## config.mk

```make
export PLATFORM = sky130hd
export DESIGN_NAME = oled_init_sequencer
export DESIGN_NICKNAME = d
export VERILOG_FILES = /design/src/rtl/oled_pkg.sv /design/src/rtl/oled_init_rom.sv /design/src/rtl/oled_init_sequencer.sv
export SDC_FILE = /design/constraint.sdc
export NUM_CORES = 1
export LEC_CHECK = 0
export CORE_AREA = 3 3 88 90
export DETAILED_ROUTE_END_ITERATION = 10
export DIE_AREA = 0 0 91 93
export HOLD_SLACK_MARGIN = 0.06
export PLACE_DENSITY = 0.71
export SLEW_MARGIN = 10
export SYNTH_ARGS = -nofsm -noshare
export SYNTH_HDL_FRONTEND = slang
export SYNTH_HIERARCHICAL = 1
export SYNTH_SLANG_ARGS = --single-unit
```

## constraint.sdc

```tcl
create_clock -name clock -period 4.6 [get_ports clock]
set_input_delay 0.69 -clock clock [delete_from_list [all_inputs] [get_ports clock]]
set_output_delay 0.69 -clock clock [all_outputs]
set_load 0.02 [all_outputs]
```

## src/rtl/oled_pkg.sv

```systemverilog
// ============================================================================
// Package     : oled_pkg
// Description : Shared types and constants for the SSD1306 power-up sequencer.
// Revision    : 1.0 - initial release
// ============================================================================
`default_nettype none

package oled_pkg;

    typedef enum logic [1:0] {
        OP_PIN = 2'd0,
        OP_CMD = 2'd1,
        OP_DLY = 2'd2,
        OP_END = 2'd3
    } op_e;

    typedef enum logic [2:0] {
        FETCH    = 3'd0,
        DELAY    = 3'd1,
        WAIT_ACK = 3'd2,
        WAIT_REL = 3'd3,
        DONE     = 3'd4,
        ERROR    = 3'd5
    } state_e;

    typedef struct packed {
        op_e        op;
        logic [7:0] arg;
    } rom_entry_t;

    localparam int ROM_DEPTH = 18;
    localparam int PC_W      = 5;

    localparam logic [7:0] CMD_DISP_OFF      = 8'hAE;
    localparam logic [7:0] CMD_CHARGE_PUMP   = 8'h8D;
    localparam logic [7:0] CMD_CP_ENABLE     = 8'h14;
    localparam logic [7:0] CMD_PRECHARGE     = 8'hD9;
    localparam logic [7:0] CMD_PRECHARGE_VAL = 8'hF1;
    localparam logic [7:0] CMD_SEG_REMAP     = 8'hA1;
    localparam logic [7:0] CMD_COM_SCAN_DEC  = 8'hC8;
    localparam logic [7:0] CMD_COM_PINS      = 8'hDA;
    localparam logic [7:0] CMD_COM_PINS_VAL  = 8'h20;
    localparam logic [7:0] CMD_DISP_ON       = 8'hAF;

    function automatic rom_entry_t rom_word(input op_e op, input logic [7:0] arg);
        rom_word.op  = op;
        rom_word.arg = arg;
    endfunction

endpackage

`default_nettype wire

```

## src/rtl/oled_init_rom.sv

```systemverilog
// ============================================================================
// Module      : oled_init_rom
// Description : Combinational micro-op ROM for the panel power-up sequence.
// Revision    : 1.0 - initial release
// ============================================================================
`default_nettype none

module oled_init_rom
    import oled_pkg::*;
(
    input  logic [PC_W-1:0] pc_i,
    output op_e             op_o,
    output logic [7:0]      arg_o
);

    rom_entry_t w_entry;

    // PIN arg bits: [0]=vdd_en, [1]=res_release, [2]=vbat_en
    always_comb begin
        w_entry = rom_word(OP_END, 8'h00);
        case (pc_i)
            5'd0:    w_entry = rom_word(OP_PIN, 8'b011);
            5'd1:    w_entry = rom_word(OP_DLY, 8'd1);
            5'd2:    w_entry = rom_word(OP_CMD, CMD_DISP_OFF);
            5'd3:    w_entry = rom_word(OP_PIN, 8'b001);
            5'd4:    w_entry = rom_word(OP_DLY, 8'd1);
            5'd5:    w_entry = rom_word(OP_PIN, 8'b011);
            5'd6:    w_entry = rom_word(OP_CMD, CMD_CHARGE_PUMP);
            5'd7:    w_entry = rom_word(OP_CMD, CMD_CP_ENABLE);
            5'd8:    w_entry = rom_word(OP_CMD, CMD_PRECHARGE);
            5'd9:    w_entry = rom_word(OP_CMD, CMD_PRECHARGE_VAL);
            5'd10:   w_entry = rom_word(OP_PIN, 8'b111);
            5'd11:   w_entry = rom_word(OP_DLY, 8'd100);
            5'd12:   w_entry = rom_word(OP_CMD, CMD_SEG_REMAP);
            5'd13:   w_entry = rom_word(OP_CMD, CMD_COM_SCAN_DEC);
            5'd14:   w_entry = rom_word(OP_CMD, CMD_COM_PINS);
            5'd15:   w_entry = rom_word(OP_CMD, CMD_COM_PINS_VAL);
            5'd16:   w_entry = rom_word(OP_CMD, CMD_DISP_ON);
            default: w_entry = rom_word(OP_END, 8'h00);
        endcase
    end

    assign op_o  = w_entry.op;
    assign arg_o = w_entry.arg;

endmodule

`default_nettype wire

```

## src/rtl/oled_init_sequencer.sv

```systemverilog
// ============================================================================
// Module      : oled_init_sequencer
// Description : Walks the init ROM: rail/reset pins, ms delays, SPI command bytes.
// Revision    : 1.0 - initial release
// ============================================================================
`default_nettype none

module oled_init_sequencer
    import oled_pkg::*;
#(
    parameter int MS_CYCLES  = 100000,
    parameter int HS_TIMEOUT = 4096
) (
    input  logic       clock,
    input  logic       reset,
    input  logic       done_send,
    output logic [7:0] spi_data,
    output logic       spi_load,
    output logic       oled_dc,
    output logic       oled_res,
    output logic       oled_vdd,
    output logic       oled_vbat,
    output logic       init_done,
    output logic       init_err
);

    localparam int MS_W     = $clog2(MS_CYCLES + 1);
    localparam int HS_W     = $clog2(HS_TIMEOUT + 1);
    localparam int LAST_CYC = (MS_CYCLES > 1) ? MS_CYCLES - 2 : 0;

    state_e            state_q, state_d;
    logic [PC_W-1:0]   pc_q, pc_d;
    logic [7:0]        ms_cnt_q, ms_cnt_d;
    logic [MS_W-1:0]   cyc_q, cyc_d;
    logic [HS_W-1:0]   hs_q, hs_d;
    logic [7:0]        data_q, data_d;
    logic              load_q, load_d;
    logic              res_q, res_d;
    logic              vdd_q, vdd_d;
    logic              vbat_q, vbat_d;
    logic              done_q, done_d;
    logic              err_q, err_d;
    logic              meta_q, done_s_q;

    op_e               w_op;
    logic [7:0]        w_arg;

    oled_init_rom u_rom (
        .pc_i  (pc_q),
        .op_o  (w_op),
        .arg_o (w_arg)
    );

    always_ff @(posedge clock) begin
        if (!reset) begin
            state_q  <= FETCH;
            pc_q     <= '0;
            ms_cnt_q <= '0;
            cyc_q    <= '0;
            hs_q     <= '0;
            data_q   <= 8'h00;
            load_q   <= 1'b0;
            res_q    <= 1'b1;
            vdd_q    <= 1'b1;
            vbat_q   <= 1'b1;
            done_q   <= 1'b0;
            err_q    <= 1'b0;
            meta_q   <= 1'b0;
            done_s_q <= 1'b0;
        end else begin
            state_q  <= state_d;
            pc_q     <= pc_d;
            ms_cnt_q <= ms_cnt_d;
            cyc_q    <= cyc_d;
            hs_q     <= hs_d;
            data_q   <= data_d;
            load_q   <= load_d;
            res_q    <= res_d;
            vdd_q    <= vdd_d;
            vbat_q   <= vbat_d;
            done_q   <= done_d;
            err_q    <= err_d;
            meta_q   <= done_send;
            done_s_q <= meta_q;
        end
    end

    always_comb begin
        state_d  = state_q;
        pc_d     = pc_q;
        ms_cnt_d = ms_cnt_q;
        cyc_d    = cyc_q;
        hs_d     = hs_q;
        data_d   = data_q;
        load_d   = load_q;
        res_d    = res_q;
        vdd_d    = vdd_q;
        vbat_d   = vbat_q;
        done_d   = done_q;
        err_d    = err_q;

        case (state_q)
            FETCH: begin
                case (w_op)
                    OP_PIN: begin
                        vdd_d  = ~w_arg[0];
                        res_d  = w_arg[1];
                        vbat_d = ~w_arg[2];
                        pc_d   = pc_q + PC_W'(1);
                    end
                    OP_CMD: begin
                        data_d  = w_arg;
                        load_d  = 1'b1;
                        hs_d    = '0;
                        state_d = WAIT_ACK;
                    end
                    OP_DLY: begin
                        ms_cnt_d = w_arg;
                        cyc_d    = '0;
                        state_d  = DELAY;
                    end
                    OP_END: begin
                        done_d  = 1'b1;
                        state_d = DONE;
                    end
                endcase
            end
            DELAY: begin
                // The DLY fetch cycle counts as the first cycle of the delay,
                // so the final millisecond ends one count early.
                if (ms_cnt_q == 8'd0 ||
                    (ms_cnt_q == 8'd1 && cyc_q == MS_W'(LAST_CYC))) begin
                    pc_d    = pc_q + PC_W'(1);
                    state_d = FETCH;
                end else if (cyc_q == MS_W'(MS_CYCLES - 1)) begin
                    cyc_d    = '0;
                    ms_cnt_d = ms_cnt_q - 8'd1;
                end else begin
                    cyc_d = cyc_q + MS_W'(1);
                end
            end
            WAIT_ACK: begin
                if (done_s_q) begin
                    load_d  = 1'b0;
                    hs_d    = '0;
                    state_d = WAIT_REL;
                end else if (hs_q == HS_W'(HS_TIMEOUT - 1)) begin
                    load_d  = 1'b0;
                    err_d   = 1'b1;
                    state_d = ERROR;
                end else begin
                    hs_d = hs_q + HS_W'(1);
                end
            end
            WAIT_REL: begin
                if (!done_s_q) begin
                    pc_d    = pc_q + PC_W'(1);
                    state_d = FETCH;
                end else if (hs_q == HS_W'(HS_TIMEOUT - 1)) begin
                    load_d  = 1'b0;
                    err_d   = 1'b1;
                    state_d = ERROR;
                end else begin
                    hs_d = hs_q + HS_W'(1);
                end
            end
            DONE:    state_d = DONE;
            ERROR:   state_d = ERROR;
            default: state_d = FETCH;
        endcase
    end

    assign spi_data  = data_q;
    assign spi_load  = load_q;
    assign oled_dc   = 1'b0;
    assign oled_res  = res_q;
    assign oled_vdd  = vdd_q;
    assign oled_vbat = vbat_q;
    assign init_done = done_q;
    assign init_err  = err_q;

endmodule

`default_nettype wire

```

==> reports/results.ini, run 1 <==
[global_route]
grt_max_degree = 34
grt_antenna_before_repair = 0
track_usage_pct = 20.7
grt_overflow = 0
grt_pass1_vias = 3092
grt_pass1_wl_um = 14600

[drt]
drc = 0
first_pass_iters = 5
drtIter0Drc = 141
antenna_left = 0
avgViaCountPerCell = 5.88
wirelength_um = 8240
wire_per_inst_um = 14.5
num_vias = 3354

[timing]
worst_pin_slew_ns = 1.17
drv_slew = 0
whs_ns = 0.439
rsz0062_at_grt = false
tns_ns = 0
hold_viol_final = 0
min_period_ns = 3.17
period_share_pct = 68.9
fmax_ghz = 0.315
finClkSkew_ns = 0.00678
setup_viol = 0
max_slew_margin_pct = 20.7

[power]
ir_drop_uv = 217
leakagePower_uw = 0.00157
p_per_area_nw_per_um2 = 467

[min_path]
hold_class = flop to flop

[synth]
synth_edf_count = 0
synth_xor_area_share_pct = 1.15
ys.flop_type = dfxtp_1
muxShareOfSynthArea_pct = 8.19
synth_top_family_by_area = simple AND/OR/NAND/NOR gates
synthAdderAreaFrac_pct = 4.26
synthArstFlopShare_pct = 0
yosys_warnings = 6
syn_nets = 485
syn-instance-count = 469
syn_area_per_cell_um2 = 8.15
yosysSeqAreaShare_pct = 32.5
synth_top_area_share_pct = 32.5
synth_area_leader_cell = dfxtp_1
synth-simple-area-share_pct = 29.9
syn-cell-area_um2 = 3820
synth.area.top_cells = dfxtp_1 (32%), mux2i_1 (7.6%), a21oi_1 (5.4%), nand3_1 (4.6%), ha_1 (4.3%)
synth-seq-cells = 62
synth_compound_area_share_pct = 18.3
synth.distinct_cells = 70

[clocking]
cts-htree-levels = 3
cts_tree = yes
clk_pin_slew_worst_paths_ns = 0.07
post_cts_resized = 0
clk_latency_ns = 0.33
cts.sinks = 62
cts_setup_buffers = 0
clockRootBuffer = clkbuf_8
cts_buffers = 9
cts_max_path_buffers = 2
cts_hold_buf = 0

[placement]
place_hpwl_um = 5670
gp_congestion = 0.875
io_buffer_count = 16

[worst_setup_path]
path_class = flop to flop
critPathTopFamily = simple AND/OR/NAND/NOR gates
worstPathRequired_ns = 4.86
path_buf_inv = 2
worst_setup_path_end_kind = flop
crit_path_top_delay_cell = and2_1
crit_chain = inv_1 -> ha_1 -> mux2i_1 -> o22ai_1 -> o21a_1 -> nand3b_1 -> buf_4 -> and2_1 -> nand2_1 -> nor3b_2
critical_path_arrival_ns = 3.44
cp-start-kind = flop
critPathMaxFanout = 29
critPathMaxStageDelay_ns = 0.79

[cells_and_area]
n_antenna_cell = 0
nets = 482
drive_above_1_share_pct = 7.01
fin_util_pct = 58.2
syn2layout_area_growth_pct = 8.68
fillers = 681

[die]
fp.coreArea_um2 = 7140
die_w_um = 91
ios = 18
die-height_um = 93
die_area_um2 = 8460
start_util_pct = 53.5
num_rows = 31

[flow_run]
cap_viol_max_count = 0

[status]
status = finished, final reports clean

[cell families after synthesis]
family	count (synthesis)
simple gates	205
compound gates	107
flops	62
buf+inv	45
mux	31
fa+ha+maj	13
xor+xnor	5
other cells	1
[layout make-up]
class,count,area (µm²),share of cell area (%)
multi-input cells,362,2370,57.0
flip-flops and latches,62,1240,29.9
repair buffers,17,168,4.04
clock buffers,13,159,3.83
well taps,99,124,2.98
inverters,14,52.6,1.27
clock inverters,3,42.5,1.02
[cell usage after synthesis, types with 7 or more instances]
| master | instances |
|---|---|
| nand3_1 | 35 |
| nand3b_1 | 15 |
| nand2_1 | 39 |
| nand4_1 | 8 |
| o211ai_1 | 7 |
| inv_1 | 13 |
| nor3_1 | 10 |
| nand2b_1 | 13 |
| a21oi_1 | 41 |
| clkbuf_1 | 16 |
| mux2i_1 | 29 |
| nor2_1 | 37 |
| dfxtp_1 | 62 |
| o21ai_0 | 11 |
| or3_1 | 7 |
| ha_1 | 13 |
[placed cells by master, fill, tap and decap left out, drive strengths merged, types with 7 or more instances in the layout]
master,synthesis,final
nand4,9,9
nand3b,15,15
inv,13,13
nand2,39,39
a21oi,41,41
nor2,37,37
o21ai,13,13
clkbuf,17,13
dfxtp,62,62
o211ai,7,7
clkdlybuf4s50,0,16
nor3,10,10
mux2i,29,29
ha,13,13
nand2b,13,13
nand3,35,35
or3,8,8
[where the power goes]
group          leakage [µW]  switching [µW]  total, µW  internal [µW]
Sequential         0.000502            72.7        675            603
Combinational      0.000970             463        775            313
Clock             0.0000996             210        489            280
[worst reg2reg max path: cells and delay by family (launching register included)]
kind                       cells  cell delay [ns]
AOI/OAI and AO/OA              2             0.37
muxes                          1             0.16
and+or+nand+nor                4             1.35
DFF                            1             0.50
buffers and inverters          2             0.47
adders and majority gates      1             0.26
[stage by stage]
stage               instances  setup WS (ns)  power, µW  area (µm²)
floorplan                 469           2.10       1270        3820
global placement          554           1.59       1440        3950
detailed placement        554           1.47       1450        3950
CTS                       570           1.46       1950        4150
global route              570           1.08       2080        4150
finish                    570           1.43       1940        4150
[registers in the layout, summed over array words and instances, names as in the netlist]
register	cells
cyc_q	17
done_s_q	1
hs_q	13
init_done	1
init_err	1
meta_q	1
ms_cnt_q	8
oled_res	1
oled_vbat	1
oled_vdd	1
pc_q	5
spi_data	8
spi_load	1
state_q	3
[final timing paths]
path                              start                    end  slack, ns  cells after the start
setup / recovery   pc_q[1]$_SDFFE_PN0P_  cyc_q[0]$_SDFFE_PN0P_       1.43                     10
hold / removal    hs_q[12]$_SDFFE_PN0P_  hs_q[12]$_SDFFE_PN0P_       0.44                      2
setup reg to reg   pc_q[1]$_SDFFE_PN0P_  cyc_q[0]$_SDFFE_PN0P_       1.43                     10
hold reg to reg   hs_q[12]$_SDFFE_PN0P_  hs_q[12]$_SDFFE_PN0P_       0.44                      2
[metal layers]
layer,GRT usage [%],part of all wire [%],wire length [µm],vias to the layer above
met5,0,0,0,-
met4,6.66,1.4,116,0
met3,4.75,5.1,420,11
met2,32.7,45,3730,71
met1,27.9,48,3980,1574
li1,-,-,-,1698
(Power assumes the default switching activity.)
==> run 2: changes to the inputs <==
Settings changed: CORE_AREA 3 3 88 90 to 3 3 89 91, DIE_AREA 0 0 91 93 to 0 0 92 94, PLACE_DENSITY 0.71 to 0.72.
Clock period 4.6 ns to 2.8 ns, I/O delays scaled along.
==> reports/results.ini, run 2 (same netlist as run 1, synthesis figures left out) <==
[status]
status = finished, final reports clean

[power]
p_per_area_nw_per_um2 = 774
leakagePower_uw = 0.00168
ir_drop_uv = 455

[cells_and_area]
largest_register = cyc_q
fillers = 671
largestRegisters = cyc_q: 17 flops, hs_q: 13 flops
layout_common_cells = dfxtp_1 (61), a21oi_1 (40), nand2_1 (39)
multi_input_area_um2 = 2380
nets = 500
largest_reg_flops = 17
n_antenna_cell = 0
layout_commonest_cell = dfxtp_1
seq_area_um2 = 1240
syn2layout_area_growth_pct = 13.4
drive_above_1_share_pct = 11.3

[die]
start_util_pct = 53.0
ios = 18
die_area_um2 = 8650
die_w_um = 92
die-height_um = 94
fp.coreArea_um2 = 7210
num_rows = 31

[worst_setup_path]
worstPathRequired_ns = 3.07
critical_path_arrival_ns = 2.83
startpoint = pc_q[1]$_SDFFE_PN0P_
regToRegStartpoint = pc_q[1]$_SDFFE_PN0P_
worst_setup_path_end_kind = flop
critPathMaxFanout = 6
cp-start-kind = flop
path_class = flop to flop

[timing]
whs_ns = 0.434
hold_viol_final = 0
period_share_pct = 91.5
tns_ns = 0
min_period_ns = 2.56
worst_pin_slew_ns = 0.596
drv_slew = 0
finClkSkew_ns = 0.0102
rsz0062_at_grt = false
setup_viol = 0
max_slew_margin_pct = 59.8
fmax_ghz = 0.390

[drt]
wirelength_um = 8560
avgViaCountPerCell = 5.85
antenna_left = 0
wire_per_inst_um = 14.6
num_vias = 3434
drtIter0Drc = 131
first_pass_iters = 4
drc = 0

[min_path]
hp-start = hs_q[12]$_SDFFE_PN0P_
hold_class = flop to flop

[placement]
gp_congestion = 0.860
place_hpwl_um = 6120
io_buffer_count = 16

[clocking]
cts_max_path_buffers = 2
clk_pin_slew_worst_paths_ns = 0.07
cts_buffers = 9
cts-htree-levels = 3
cts_tree = yes
clockRootBuffer = clkbuf_8
cts_setup_buffers = 0
cts.sinks = 62
clk_latency_ns = 0.34

[global_route]
grt_pass1_vias = 3135
grt_pass1_wl_um = 14600
grt_overflow = 0
grt_max_degree = 23
track_usage_pct = 20.8
grt_antenna_before_repair = 0

[flow_run]
cap_viol_max_count = 0

[run 2: changes by cell type in the layout (fill, tap and decap cells not counted), sizes merged]
cell,before,now
clkinv,2,3
buf,1,19
clkinvlp,1,0
clkbuf,13,11
bufinv,1,2
[run 2: metrics by stage]
| stage | worst slack [ns] | area, µm² | util (%) | cells | total power [µW] |
|---|---|---|---|---|---|
| after floorplan | 0.298 | 3820 | - | 469 | 2090 |
| after global placement | 0.249 | 4100 | 56.8 | 572 | 2440 |
| after detailed placement | 0.113 | 4100 | 56.8 | 572 | 2470 |
| after CTS | 0.104 | 4320 | 59.9 | 587 | 3360 |
| after global routing | 0.0179 | 4330 | 60.0 | 587 | 3590 |
| final | 0.237 | 4330 | 60.0 | 587 | 3350 |
[run 2: final timing paths]
| kind | end | slack (ns) | cells after the start |
|---|---|---|---|
| worst max register to register | hs_q[8]$_SDFFE_PN0P_ | 0.24 | 10 |
| worst max-delay path | hs_q[8]$_SDFFE_PN0P_ | 0.24 | 10 |
| worst min-delay path | hs_q[12]$_SDFFE_PN0P_ | 0.43 | 2 |
| worst min register to register | hs_q[12]$_SDFFE_PN0P_ | 0.43 | 2 |
[run 2: layout make-up]
cell class / instances / area share, %
Sequential cell: 62 / 28.7
Multi-Input combinational cell: 362 / 54.9
Inverter: 14 / 1.21
Clock inverter: 4 / 1.62
Clock buffer: 11 / 3.50
Tap cell: 99 / 2.86
Timing Repair Buffer: 35 / 7.28
[run 2: routing by layer]
| layer | vias to the layer above | track usage, % | share of wire [%] |
|---|---|---|---|
| met5 | - | 0 | 0 |
| met4 | 0 | 8.66 | 1.5 |
| met3 | 12 | 3.77 | 5.0 |
| met2 | 68 | 31.5 | 44 |
| met1 | 1616 | 29.2 | 49 |
| li1 | 1738 | - | - |
[run 2: worst max-delay path, stage by stage (launching register included)]
cell and delay [ns]:
dfxtp_1 0.40, inv_1 0.12, ha_1 0.24, mux2i_1 0.16, o22ai_1 0.11, o21a_1 0.24
nand2b_1 0.22, a21oi_2 0.24, o2111ai_2 0.18, or4_1 0.43, a21oi_1 0.15
[run 2: where the power goes]
group	total, µW	switching, µW	internal, µW
Combinational	1380	800	582
Sequential	1090	98.5	991
Clock	882	340	542
[run 2: repair_timing]
action / 4_1_cts / 5_1_grt
setup endpoints to repair: 0 / 11
hold buffers: 0 / 0
resized for setup: 0 / 3
==> run 3: changes to the inputs <==
Settings changed: CTS_CLUSTER_SIZE from default to 25, PLACE_DENSITY 0.72 to 0.73.
==> reports/results.ini, run 3 (same netlist as run 1, synthesis figures left out) <==
[status]
status = finished, final reports clean

[min_path]
hold_path_end = hs_q[12]$_SDFFE_PN0P_
hold_class = flop to flop
hold_depth = 2
hp-start = hs_q[12]$_SDFFE_PN0P_

[die]
die_area_um2 = 8650
ios = 18
fp.coreArea_um2 = 7210
num_rows = 31
die-height_um = 94
die_w_um = 92
start_util_pct = 53.0

[timing]
rsz0062_at_grt = false
min_period_ns = 2.53
setup_viol = 0
fmax_ghz = 0.395
worst_pin_slew_ns = 0.620
tns_ns = 0
period_share_pct = 90.4
drv_slew = 0
hold_viol_final = 0
finClkSkew_ns = 0.00859
max_slew_margin_pct = 58.7

[worst_setup_path]
critPathMaxFanout = 6
worstPathRequired_ns = 3.08
worst_setup_path_end_kind = flop
critical_path_arrival_ns = 2.81
path_class = flop to flop
regToRegStartpoint = pc_q[1]$_SDFFE_PN0P_
r2r_cells = 10
cp-start-kind = flop
reg2reg_slack_ns = 0.27
worstReg2RegEnd = hs_q[8]$_SDFFE_PN0P_

[clocking]
cts_tree = yes
clk_latency_ns = 0.34
clockRootBuffer = clkbuf_8
cts_max_path_buffers = 2
cts_setup_buffers = 0
cts_buffers = 9
cts.sinks = 62
cts_hold_buf = 0
clk_pin_slew_worst_paths_ns = 0.08
cts-htree-levels = 3
post_cts_resized = 0

[placement]
placedInstanceArea_um2 = 4110
place_hpwl_um = 6080
gp_congestion = 0.907
io_buffer_count = 16

[global_route]
grt_antenna_before_repair = 0
grt_max_degree = 30
track_usage_pct = 20.9
grt_pass1_wl_um = 14800
grt_pass1_vias = 3266
grt_overflow = 0

[cells_and_area]
nets = 501
largest_reg_flops = 17
largest_register = cyc_q
final_area_um2 = 4310
n_antenna_cell = 0
syn2layout_area_growth_pct = 12.7
fillers = 681
layout_commonest_cell = dfxtp_1
largestRegisters = cyc_q: 17 flops, hs_q: 13 flops
fin_util_pct = 59.7
layout_common_cells = dfxtp_1 (62), a21oi_1 (41), nand2_1 (39)
drive_above_1_share_pct = 11.2

[drt]
drc = 0
wire_per_inst_um = 14.7
met1_length_um = 3960
first_pass_iters = 4
antenna_left = 0
wirelength_um = 8630
avgViaCountPerCell = 5.99
dr.max_layer_used = met4
drtIter0Drc = 168
dr_wl_met3_um = 499
met2_wirelength_um = 4010
num_vias = 3527

[power]
p_per_area_nw_per_um2 = 760
leakagePower_uw = 0.00167
ir_drop_uv = 465

[flow_run]
cap_viol_max_count = 0

## run 3: changes by cell type in the layout (fill, tap and decap cells not counted), sizes merged
| cell | delta |
|---|---|
| clkbuf | -2 |
| clkinvlp | +2 |
| buf | +1 |
| bufinv | -1 |
| clkinv | +1 |
| inv | +1 |
## run 3: power by group
group          switching, µW  internal, µW  leakage (µW)
combinational            815           590       0.00107
clock                    374           412     0.0000956
sequential              92.3           989      0.000502
## run 3: metal layers
| metal | track usage (%) | vias up |
|---|---|---|
| met2 | 33.2 | 110 |
| met4 | 7.67 | 0 |
| met5 | 0 | - |
| met3 | 4.81 | 14 |
| met1 | 27.6 | 1665 |
| li1 | - | 1738 |
## run 3: area by class of cell
class	instances	area (µm²)	area share [%]
flip-flops and latches	62	1240	28.8
well taps	99	124	2.88
repair buffers	36	323	7.50
clock buffers	9	124	2.88
clock inverters	7	72.6	1.69
inverters	14	52.6	1.22
multi-input cells	362	2370	55.0
## run 3: worst max-delay path by stage
| stage | from | end | depth (start not counted) |
|---|---|---|---|
| final | pc_q[1]$_SDFFE_PN0P_ | hs_q[8]$_SDFFE_PN0P_ | 10 |
| after global routing | pc_q[1]$_SDFFE_PN0P_ | hs_q[8]$_SDFFE_PN0P_ | 10 |
| after CTS | pc_q[1]$_SDFFE_PN0P_ | hs_q[8]$_SDFFE_PN0P_ | 10 |
| after detailed placement | pc_q[1]$_SDFFE_PN0P_ | hs_q[8]$_SDFFE_PN0P_ | 10 |
| after global placement | pc_q[1]$_SDFFE_PN0P_ | hs_q[8]$_SDFFE_PN0P_ | 10 |
| after floorplan | pc_q[1]$_SDFFE_PN0P_ | hs_q[8]$_SDFFE_PN0P_ | 10 |
## run 3: per-stage QoR
| stage | setup slack (ns) | hold slack (ns) | power [µW] | cells |
|---|---|---|---|---|
| global route | 0.0251 | 0.452 | 3510 | 589 |
| detailed placement | 0.301 | 0.425 | 2480 | 573 |
| global placement | 0.414 | 0.416 | 2450 | 573 |
| floorplan | 0.298 | 0.407 | 2090 | 469 |
| finish | 0.268 | 0.434 | 3270 | 589 |
| CTS | 0.279 | 0.436 | 3280 | 589 |
## run 3: critical path: stages, from the launching register on
cell	delay (ns)
dfxtp_1	0.36
inv_1	0.10
ha_1	0.23
mux2i_1	0.15
o22ai_1	0.10
o21a_1	0.20
nand2b_1	0.19
a21oi_1	0.25
o2111ai_1	0.27
or4_1	0.47
a21oi_1	0.15
